### config.mk
export PLATFORM = sky130hd
export DESIGN_NAME = pq_stream_sorter
export DESIGN_NICKNAME = d
export VERILOG_FILES = /design/src/rtl/pq_pkg.sv /design/src/rtl/pq_sorter_ctl.sv /design/src/rtl/pq_stream_sorter.sv
export SDC_FILE = /design/constraint.sdc
export NUM_CORES = 1
export LEC_CHECK = 0
export ABC_AREA = 1
export CORE_MARGIN = 5
export CORE_UTILIZATION = 30
export DETAILED_ROUTE_END_ITERATION = 12
export PLACE_DENSITY_LB_ADDON = 0.05
export SLEW_MARGIN = 10
export SYNTH_ARGS = -nofsm -noshare
export SYNTH_HDL_FRONTEND = slang
export SYNTH_SLANG_ARGS = --single-unit
export TNS_END_PERCENT = 30
### constraint.sdc
create_clock -name clk -period 8.4 [get_ports clk]
set_clock_uncertainty 0.05 [all_clocks]
set_input_delay 2.52 -clock clk [delete_from_list [all_inputs] [get_ports clk]]
set_output_delay 2.52 -clock clk [all_outputs]
set_load 0.05 [all_outputs]
### src/rtl/pq_pkg.sv
// Shared priority-queue types: key/value pair, the KEYINF sentinel and the
// sorter state encoding, plus the sentinel test used by the stream sorter.
package pq_pkg;

   localparam int KEY_W       = 16;
   localparam int VAL_W       = 16;
   localparam int PQ_CAPACITY = 16;

   typedef struct packed {
      logic [KEY_W-1:0] key;
      logic [VAL_W-1:0] val;
   } kv_t;

   // All-ones key marks an empty PQ slot, so it can never be stored as data.
   localparam logic [KEY_W-1:0] KEYINF = '1;

   typedef enum logic [1:0] {
      IDLE  = 2'd0,
      LOAD  = 2'd1,
      DRAIN = 2'd2
   } sorter_state_t;

   function automatic logic is_inf(input kv_t kv);
      return (kv.key == KEYINF);
   endfunction

endpackage

### src/rtl/pq_sorter_ctl.sv
// Load/drain sequencer for the PQ stream sorter: owns the state machine, the
// frame occupancy count, overflow discard tracking and the sticky errors.
//
//   state | meaning
//   ------+------------------------------------------------------------
//   IDLE  | no frame in progress; first accepted pair starts a frame
//   LOAD  | accepting pairs and pushing them into the PQ
//   DRAIN | popping PQ head downstream until count reaches zero
module pq_sorter_ctl
   import pq_pkg::*;
#(
   parameter int MAX_FRAME = PQ_CAPACITY,
   parameter int CNT_W     = $clog2(MAX_FRAME + 1)
) (
   input  logic             clk,
   input  logic             rst,
   input  logic             in_valid,
   input  logic             in_last,
   input  logic             in_is_inf,
   input  logic             pq_irdy,
   input  logic             pq_full,
   input  logic             pq_busy,
   input  logic             pq_ovalid,
   input  logic             out_ready,
   output logic             in_ready,
   output logic             pq_ivalid,
   output logic             pq_ordy,
   output logic             out_valid,
   output logic             out_last,
   output logic [CNT_W-1:0] count,
   output logic             done,
   output logic             err_drop,
   output logic             err_ovf
);

   localparam logic [CNT_W-1:0] MAX_C = CNT_W'(MAX_FRAME);
   localparam logic [CNT_W-1:0] ONE_C = CNT_W'(1);

   sorter_state_t    r_state;
   sorter_state_t    w_state_nxt;
   logic [CNT_W-1:0] r_count;
   logic [CNT_W-1:0] w_count_nxt;
   logic [CNT_W-1:0] w_cnt_load;
   logic             r_discard;
   logic             w_discard_nxt;
   logic             r_err_drop;
   logic             r_err_ovf;
   logic             w_drop_set;
   logic             w_ovf_set;
   logic             w_done;
   logic             w_acc_ok;
   logic             w_in_ready;
   logic             w_accept;
   logic             w_load_acc;
   logic             w_push;
   logic             w_out_valid;
   logic             w_pop;

   always_ff @(posedge clk) begin
      if (rst) begin
         r_state    <= IDLE;
         r_count    <= '0;
         r_discard  <= 1'b0;
         r_err_drop <= 1'b0;
         r_err_ovf  <= 1'b0;
      end else begin
         r_state    <= w_state_nxt;
         r_count    <= w_count_nxt;
         r_discard  <= w_discard_nxt;
         r_err_drop <= r_err_drop | w_drop_set;
         r_err_ovf  <= r_err_ovf | w_ovf_set;
      end
   end

   always_comb begin
      w_state_nxt   = r_state;
      w_count_nxt   = r_count;
      w_discard_nxt = r_discard;
      w_drop_set    = 1'b0;
      w_ovf_set     = 1'b0;
      w_done        = 1'b0;
      w_in_ready    = 1'b0;

      w_acc_ok = !pq_busy && pq_irdy && !pq_full && (r_count < MAX_C);

      // Overflow tail is swallowed in any state so a short drain cannot strand it.
      if (!rst) begin
         if (r_discard)
            w_in_ready = 1'b1;
         else if (r_state != DRAIN)
            w_in_ready = w_acc_ok;
      end

      w_accept    = in_valid && w_in_ready;
      w_load_acc  = w_accept && !r_discard && (r_state != DRAIN);
      w_push      = w_load_acc && !in_is_inf;
      w_cnt_load  = r_count + CNT_W'(w_push);
      w_out_valid = !rst && (r_state == DRAIN) && pq_ovalid && !pq_busy;
      w_pop       = w_out_valid && out_ready;

      if (r_discard && w_accept && in_last)
         w_discard_nxt = 1'b0;

      case (r_state)
         IDLE, LOAD: begin
            if (w_load_acc) begin
               w_count_nxt = w_cnt_load;
               w_drop_set  = in_is_inf;
               w_state_nxt = LOAD;
               if (in_last && (w_cnt_load == '0)) begin
                  w_done      = 1'b1;
                  w_state_nxt = IDLE;
               end else if (in_last || (w_cnt_load == MAX_C)) begin
                  w_state_nxt = DRAIN;
                  if (!in_last) begin
                     w_ovf_set     = 1'b1;
                     w_discard_nxt = 1'b1;
                  end
               end
            end
         end
         DRAIN: begin
            if (w_pop) begin
               w_count_nxt = r_count - ONE_C;
               if (r_count == ONE_C) begin
                  w_done      = 1'b1;
                  w_state_nxt = IDLE;
               end
            end
         end
         default: w_state_nxt = IDLE;
      endcase
   end

   assign in_ready  = w_in_ready;
   assign pq_ivalid = w_push;
   assign pq_ordy   = w_pop;
   assign out_valid = w_out_valid;
   assign out_last  = w_out_valid && (r_count == ONE_C);
   assign count     = r_count;
   assign done      = w_done;
   assign err_drop  = r_err_drop;
   assign err_ovf   = r_err_ovf;

endmodule

### src/rtl/pq_stream_sorter.sv
// Host-side PQ driver: loads one frame from the input stream into the PQ and
// drains it in ascending key order. Optional statistics via PQ_SORTER_STATS_EN.
module pq_stream_sorter
   import pq_pkg::*;
#(
   parameter int MAX_FRAME = PQ_CAPACITY,
   parameter int CNT_W     = $clog2(MAX_FRAME + 1)
) (
   input  logic             clk,
   input  logic             rst,
   input  logic             in_valid,
   output logic             in_ready,
   input  kv_t              in_data,
   input  logic             in_last,
   output logic             out_valid,
   input  logic             out_ready,
   output kv_t              out_data,
   output logic             out_last,
   output logic             pq_ivalid,
   input  logic             pq_irdy,
   output kv_t              pq_idata,
   input  logic             pq_ovalid,
   output logic             pq_ordy,
   input  kv_t              pq_odata,
   input  logic             pq_full,
   input  logic             pq_busy,
   output logic [CNT_W-1:0] count,
   output logic             done,
   output logic             err_drop,
   output logic             err_ovf
`ifdef PQ_SORTER_STATS_EN
   ,
   output logic [15:0]      frames_done,
   output logic [31:0]      pairs_sorted,
   output logic [CNT_W-1:0] max_occ
`endif
);

   logic             w_in_is_inf;
   logic             w_pq_ordy;
   logic             w_done;
   logic [CNT_W-1:0] w_count;

   assign w_in_is_inf = is_inf(in_data);

   pq_sorter_ctl #(
      .MAX_FRAME (MAX_FRAME),
      .CNT_W     (CNT_W)
   ) u_ctl (
      .clk       (clk),
      .rst       (rst),
      .in_valid  (in_valid),
      .in_last   (in_last),
      .in_is_inf (w_in_is_inf),
      .pq_irdy   (pq_irdy),
      .pq_full   (pq_full),
      .pq_busy   (pq_busy),
      .pq_ovalid (pq_ovalid),
      .out_ready (out_ready),
      .in_ready  (in_ready),
      .pq_ivalid (pq_ivalid),
      .pq_ordy   (w_pq_ordy),
      .out_valid (out_valid),
      .out_last  (out_last),
      .count     (w_count),
      .done      (w_done),
      .err_drop  (err_drop),
      .err_ovf   (err_ovf)
   );

   // Push and pop are pure pass-through; the PQ holds all frame data.
   assign pq_idata = in_data;
   assign out_data = pq_odata;
   assign pq_ordy  = w_pq_ordy;
   assign done     = w_done;
   assign count    = w_count;

`ifdef PQ_SORTER_STATS_EN
   logic [15:0]      r_frames_done;
   logic [31:0]      r_pairs_sorted;
   logic [CNT_W-1:0] r_max_occ;

   always_ff @(posedge clk) begin
      if (rst) begin
         r_frames_done  <= '0;
         r_pairs_sorted <= '0;
         r_max_occ      <= '0;
      end else begin
         if (w_done && (r_frames_done != '1))
            r_frames_done <= r_frames_done + 16'd1;
         if (w_pq_ordy && (r_pairs_sorted != '1))
            r_pairs_sorted <= r_pairs_sorted + 32'd1;
         if (w_count > r_max_occ)
            r_max_occ <= w_count;
      end
   end

   assign frames_done  = r_frames_done;
   assign pairs_sorted = r_pairs_sorted;
   assign max_occ      = r_max_occ;
`endif

endmodule

* Word level (Yosys, flattened, before mapping)
Cells that the tools add are included.
Storage, ports and cells: output and inout port bits 77, word-level logic and storage cells 76, register bits after elaboration 10
Operators by class: add/sub/neg operators 2, reductions and logical operators 27, $lt $le $gt $ge 1, multiplexer cells 30, bitwise gates (word level) 2, equal/unequal tests 9
Operators by type and width (count):
- 2-to-1 mux 1 bit | 20
- == test 16 bit (second input constant) | 1
- logical AND 1 bit | 15
- 2-to-1 mux 2 bit | 5
- 2-to-1 mux 5 bit | 2
- case mux 5 bit (2 select lines) | 1
- inequality test 2 bit (second input constant) | 3
- AND reduction 3 bit | 2
- adder 5 x 1 -> 5 bit | 1
- == test 5 x 1 -> 1 bit (second input constant) | 1
- == test 5 bit (second input constant) | 1
- zero test 1 bit | 5
- zero test 5 bit | 1
- less-than comparator 5 bit (second input constant) | 1
- subtractor 5 x 1 -> 5 bit (second input constant) | 1
- case mux 2 bit (2 select lines) | 1
- == test 2 x 1 -> 1 bit (second input constant) | 1
- == test 2 bit (second input constant) | 1
- zero test 2 bit | 1
- inequality test 2 x 1 -> 1 bit (second input constant) | 1
- bitwise OR 1 bit | 2
- case mux 1 bit (2 select lines) | 1
- nonzero test 2 bit | 1
- OR reduction 2 bit | 1
- logical OR 1 bit | 1

* Logic depth before layout (Yosys ltp)
Gate-level depths: netlist of run 1.
depth after elaboration 19, mapped depth 15, depth with buffers taken out 15

* By module
Synthesis of run 1 repeated with hierarchy kept, for this count alone.
Unflattened totals: cell total of the unflattened synthesis 192, area total of the unflattened synthesis 1312.5 sq um
By module, submodules not included:
- pq_sorter_ctl | area each 775.7 sq um, times used 1, cells each 113
- pq_stream_sorter | area each 536.8 sq um, times used 1, cells each 79

* Worst setup path after synthesis of run 1
No wires, ideal clock.
kind input-to-output, start point input port pq_irdy, end point output port done, setup slack 641 ps, stages on the path 14, arrival time 5189 ps, cells stage by stage inv_1 -> nor2_1 -> nand2_1 -> nor2_4 -> nand4_4 -> nor2_1 -> ha_1 -> ha_1 -> or2_2 -> nor2_1 -> nand2_1 -> nor2_1 -> nand3_1 -> nand2_1
Between the ends: cells in the longest elaborated chain, start to end 16
RTL lines:
- from (decl) | RTL line pq_stream_sorter.sv:20 | input logic pq_irdy,
- logical AND 1 bit (3 in series) | RTL line pq_sorter_ctl.sv:84 | w_acc_ok = !pq_busy && pq_irdy && !pq_full && (r_count < MAX_C);
- 2-to-1 mux 1 bit | RTL line pq_sorter_ctl.sv:90 | else if (r_state != DRAIN)
- 2-to-1 mux 1 bit | RTL line pq_sorter_ctl.sv:88 | if (r_discard)
- 2-to-1 mux 1 bit | RTL line pq_sorter_ctl.sv:87 | if (!rst) begin
- logical AND 1 bit | RTL line pq_sorter_ctl.sv:94 | w_accept = in_valid && w_in_ready;
- logical AND 1 bit (2 in series) | RTL line pq_sorter_ctl.sv:95 | w_load_acc = w_accept && !r_discard && (r_state != DRAIN);
- logical AND 1 bit | RTL line pq_sorter_ctl.sv:96 | w_push = w_load_acc && !in_is_inf;
- named net pq_ivalid | RTL line pq_stream_sorter.sv:19 | output logic pq_ivalid,
- adder 5 x 1 -> 5 bit | RTL line pq_sorter_ctl.sv:97 | w_cnt_load = r_count + CNT_W'(w_push);
- zero test 5 bit | RTL line pq_sorter_ctl.sv:110 | if (in_last && (w_cnt_load == '0)) begin
- logical AND 1 bit | RTL line pq_sorter_ctl.sv:110
- 2-to-1 mux 1 bit | RTL line pq_sorter_ctl.sv:110
- 2-to-1 mux 1 bit | RTL line pq_sorter_ctl.sv:106 | if (w_load_acc) begin
- case mux 1 bit (2 select lines) | RTL line pq_sorter_ctl.sv:104 | case (r_state)
- to (decl) | RTL line pq_stream_sorter.sv:28 | output logic done,
The timed path passes the listed nets, and every way through them passes these cells.

* Worst setup path in the final report of run 1
start point input port in_data[20] (netlist name), end point output port done
Between the ends: cells in the longest elaborated chain, start to end 9
RTL lines:
- from (decl) | RTL line pq_stream_sorter.sv:13 | input kv_t in_data,
- == test 16 bit | RTL line pq_pkg.sv:24 | return (kv.key == KEYINF);
- zero test 1 bit | RTL line pq_sorter_ctl.sv:96
- logical AND 1 bit | RTL line pq_sorter_ctl.sv:96
- adder 5 x 1 -> 5 bit | RTL line pq_sorter_ctl.sv:97
- zero test 5 bit | RTL line pq_sorter_ctl.sv:110
- logical AND 1 bit | RTL line pq_sorter_ctl.sv:110
- 2-to-1 mux 1 bit | RTL line pq_sorter_ctl.sv:110
- 2-to-1 mux 1 bit | RTL line pq_sorter_ctl.sv:106
- case mux 1 bit (2 select lines) | RTL line pq_sorter_ctl.sv:104
Every way passes these cells.

==> impl_summary.log, run 1 <==
INFO  metric cts_buffers = 3
INFO  metric gr-total-overflow = 0
INFO  metric cp_slowest_stage_delay = roughly 470 ps
INFO  metric cts_max_level = 1
INFO  metric timing_worst_setup_path_type = in2out
INFO  metric ios = 150
INFO  metric placementRows = 24
INFO  metric final_layout_size_suffix_gt1_share = between 10% and 20%
INFO  metric cells_after_synth = approximately 190
INFO  metric synth_async_sr_flop_share = 0%
INFO  metric hold_path_end = u_ctl.err_ovf
INFO  metric postSynthRegisterBits = 10
INFO  metric gr-usage-all-layers = about a tenth
INFO  metric pwr_density_cell = between 100 and 150 nW/um2
INFO  metric grt_setup_unrepaired = false
INFO  metric post_drt_wl_per_cell = approximately 14 um
INFO  metric design.die.area = just under 6000 um2
INFO  metric clk_pin_slew = 50 ps
INFO  metric cp.arrival = between 5000 and 6000 ps
INFO  metric r2r_slack = 5930 ps
INFO  metric start_util = a little under a third
INFO  metric min-delay-start = u_ctl.err_ovf
INFO  metric portion_of_netlist_area_occupied_by_mux_cells = 0%
INFO  metric yosys.area_share.simple = between 30% and 40%
INFO  metric via_per_inst = 4.56
INFO  metric cts_setup_buffers = 0
INFO  metric yosysWarnings = 0
INFO  metric post_synth_instance_area = around 1300 um2
INFO  metric drt-pass1-iter-count = 4
INFO  metric nFillCells = 470
INFO  metric final_max_slew_viol_count = 0
INFO  metric outcome = complete, no violations
INFO  metric worstMarginPinSlew = 514 ps
INFO  metric avgSynthCellArea = slightly above 7 um2
INFO  metric crit_top_cell = sky130_fd_sc_hd__nor2_1
INFO  metric synth_ff_type = sky130_fd_sc_hd__dfxtp_1
INFO  metric timing_hold_violations_final = 0
INFO  metric list_of_cells_traversed_by_the_critical_path = clkdlybuf4s50_1 > nand2_1 > nor2_1 > nand4_1 > nor3_1 > nor2_1 > ha_1 > ha_1 > or2_2 > nor2_1 > nand2_1 > nor2_1 > nand3_1 > nand2_1 > buf_12
INFO  metric tritoncts = built
INFO  metric crit_fanout = 2
INFO  metric critPathSlowestCell = sky130_fd_sc_hd__clkdlybuf4s50_1
INFO  metric syn2layout_area_growth = 11.6%
INFO  metric cts_sinks = 10
INFO  metric ys_seq_area_share = between 10 and 15%
INFO  metric fin_nets = between 200 and 300
INFO  metric synth_compound_area_share = roughly 5.1%
INFO  metric grt_pass1_vias = 1082
INFO  metric r2r_start = u_ctl.r_state[1]
INFO  metric resize_count_post_cts = 0
INFO  metric synth-edff-count = 0
INFO  metric worst_hold_path_type = reg2reg
INFO  metric critical_path.startpoint_type = input pin
INFO  metric detail_route.iter0.violations = 31
INFO  metric mappedNetlistNets = approximately 270
INFO  metric max_freq = about 130 MHz
INFO  metric antenna_cells_inserted = 0
INFO  metric largest_net_degree_at_the_start_of_global_routing = 11
INFO  metric clk-insertion-delay-late = roughly 230 ps
INFO  metric combinational_family_with_the_most_area_after_synthesis = buffers and inverters
INFO  metric routed_wl = about 3200 um
INFO  metric yosys.cell_types.count = 29
INFO  metric post-route-min-period = a little under 8000 ps
INFO  metric reg2reg_to = u_ctl.r_discard
INFO  metric setup_viol_count_final = 0
INFO  metric worstRegToRegCells = 12
INFO  metric worstPathRequired = 5830 ps
INFO  metric dp_hpwl = about 2800 um
INFO  metric cellLeakagePower = between 0.6 and 0.7 nW
INFO  metric drt.antenna.violating_nets = 0
INFO  metric ctsHoldBuffers = 0
INFO  metric clock-root-buffer = sky130_fd_sc_hd__clkbuf_8
INFO  metric crit_path_start = in_data[20]
INFO  metric worst_slew_margin_rel = 65.6%
INFO  metric die_height = 76.7 um
INFO  metric io_buffers = 53
INFO  metric drc = 0
INFO  metric grt_antenna_before_repair = 0
INFO  metric post-route-period-util = 92.0%
INFO  metric max_cap_viol_count = 0
INFO  metric setup.worst_path.end_class = output port
INFO  metric worstHoldPathCells = 2
INFO  metric finalWeightedCongestion = about 0.84
INFO  metric timing.hold.ws = 412 ps
INFO  metric grt_first_pass_wirelength = approximately 5200 um
INFO  metric num_vias = roughly 1100
INFO  metric width_of_the_chip = about 77 um
INFO  metric design.core.area = between 4000 and 5000 um2
INFO  metric synthAdderAreaFrac = under 10%
INFO  metric cts.path.max_buffers = 2
INFO  metric finalSetupTns = 0 ps
INFO  metric synth-xor-area-share = under 10%
INFO  metric vdd_ir_drop_max = around 0.042 mV
[placed cells by master (no fill, tap or decap)]
cell type / instances
sky130_fd_sc_hd__nor2_1: 23
sky130_fd_sc_hd__nand2_1: 26
sky130_fd_sc_hd__inv_1: 13
sky130_fd_sc_hd__nand3_1: 8
sky130_fd_sc_hd__nor2_4: 2
sky130_fd_sc_hd__or2_2: 1
sky130_fd_sc_hd__dfxtp_1: 10
sky130_fd_sc_hd__nand3b_4: 1
sky130_fd_sc_hd__clkdlybuf4s50_1: 52
sky130_fd_sc_hd__nor3_1: 1
sky130_fd_sc_hd__inv_2: 4
sky130_fd_sc_hd__nand4_4: 1
sky130_fd_sc_hd__nand4_1: 3
sky130_fd_sc_hd__a31o_2: 1
sky130_fd_sc_hd__xor2_1: 2
sky130_fd_sc_hd__xor2_2: 2
sky130_fd_sc_hd__o21a_1: 1
sky130_fd_sc_hd__nor2_8: 1
sky130_fd_sc_hd__nand2_4: 1
sky130_fd_sc_hd__o21ai_0: 5
sky130_fd_sc_hd__nor2_2: 2
sky130_fd_sc_hd__nand3_2: 3
sky130_fd_sc_hd__ha_1: 4
sky130_fd_sc_hd__a21oi_1: 4
sky130_fd_sc_hd__a31oi_1: 1
sky130_fd_sc_hd__clkbuf_8: 3
sky130_fd_sc_hd__nor4_1: 1
sky130_fd_sc_hd__or2_1: 1
sky130_fd_sc_hd__xnor2_1: 1
sky130_fd_sc_hd__buf_12: 1
[layout make-up]
type | instances | area (um2) | share of cell area (%)
Sequential cell | 10 | 200 | 13.4
Tap cell | 52 | 65.1 | 4.36
Inverter | 17 | 63.8 | 4.28
Multi-Input combinational cell | 96 | 581 | 38.9
Timing Repair Buffer | 53 | 541 | 36.2
Clock buffer | 3 | 41.3 | 2.77
[cell families after synthesis]
family / Yosys count
buffers and inverters: 82
and+or+nand+nor: 75
AOI/OAI and AO/OA: 12
DFF: 10
xor gates and xnor gates: 5
adders and majority gates: 4
[metrics by stage]
| stage | cells | utilization [%] | total power [mW] | setup WS, ps | instance area (um2) |
|---|---|---|---|---|---|
| after global routing | 231 | 34.5 | 0.158 | 393 | 1490 |
| after detailed placement | 228 | 33.5 | 0.101 | 593 | 1450 |
| after floorplan | 188 | - | 0.145 | 641 | 1340 |
| final | 231 | 34.5 | 0.151 | 674 | 1490 |
| after CTS | 231 | 34.5 | 0.154 | 579 | 1490 |
| after global placement | 228 | 33.5 | 0.102 | 638 | 1450 |
[state kept, by name, indices dropped and copies added, names as in the netlist]
register         flops
u_ctl.err_drop       1
u_ctl.r_discard      1
u_ctl.count          5
u_ctl.err_ovf        1
u_ctl.r_state        2
[worst max-delay path: cells and delay by family]
kind	cells	cell delay, ps
buffers and inverters	2	610
AND/OR/NAND/NOR	11	1510
adder cells (fa/ha/maj)	2	510
[per-layer routing]
layer / track usage, % / routed length [um] / up-vias
li1: - / - / 511
met1: 11.8 / 1300 / 463
met2: 17.3 / 1490 / 62
met3: 4.57 / 367 / 18
met4: 3.85 / 81 / 0
met5: 0 / 0 / -
[worst max-delay path by stage]
stage | to | slack, ps | cells after the start
3_3_place_gp | done | 640 | 15
4_1_cts | done | 580 | 15
5_1_grt | done | 390 | 15
6_report | done | 670 | 15
3_5_place_dp | done | 590 | 15
2_1_floorplan | done | 640 | 14
[Yosys cell counts, drive strengths merged, types with 2 or more instances]
| cell | n | area [um2] |
|---|---|---|
| inv | 17 | 63.8 |
| nand4 | 4 | 40.0 |
| dfxtp | 10 | 200 |
| nand2 | 27 | 109 |
| a21oi | 4 | 20.0 |
| nor2 | 28 | 141 |
| o21ai | 5 | 25.0 |
| buf | 65 | 492 |
| or2 | 2 | 12.5 |
| nand3 | 11 | 70.1 |
| ha | 4 | 50.1 |
| xor2 | 4 | 50.1 |
[where the power goes]
part           total, mW  switching [mW]  internal, mW
sequential        0.0495         0.00125        0.0482
combinational     0.0509          0.0292        0.0217
clock             0.0508          0.0193        0.0315
No activity file was read; power rests on OpenSTA's default activity.
==> run 2: changes to the inputs <==
SKIP_LAST_GASP = 1   (was unset)
==> results of run 2 <==
No change in the layout: final DEF, timing and power equal those of run 1.
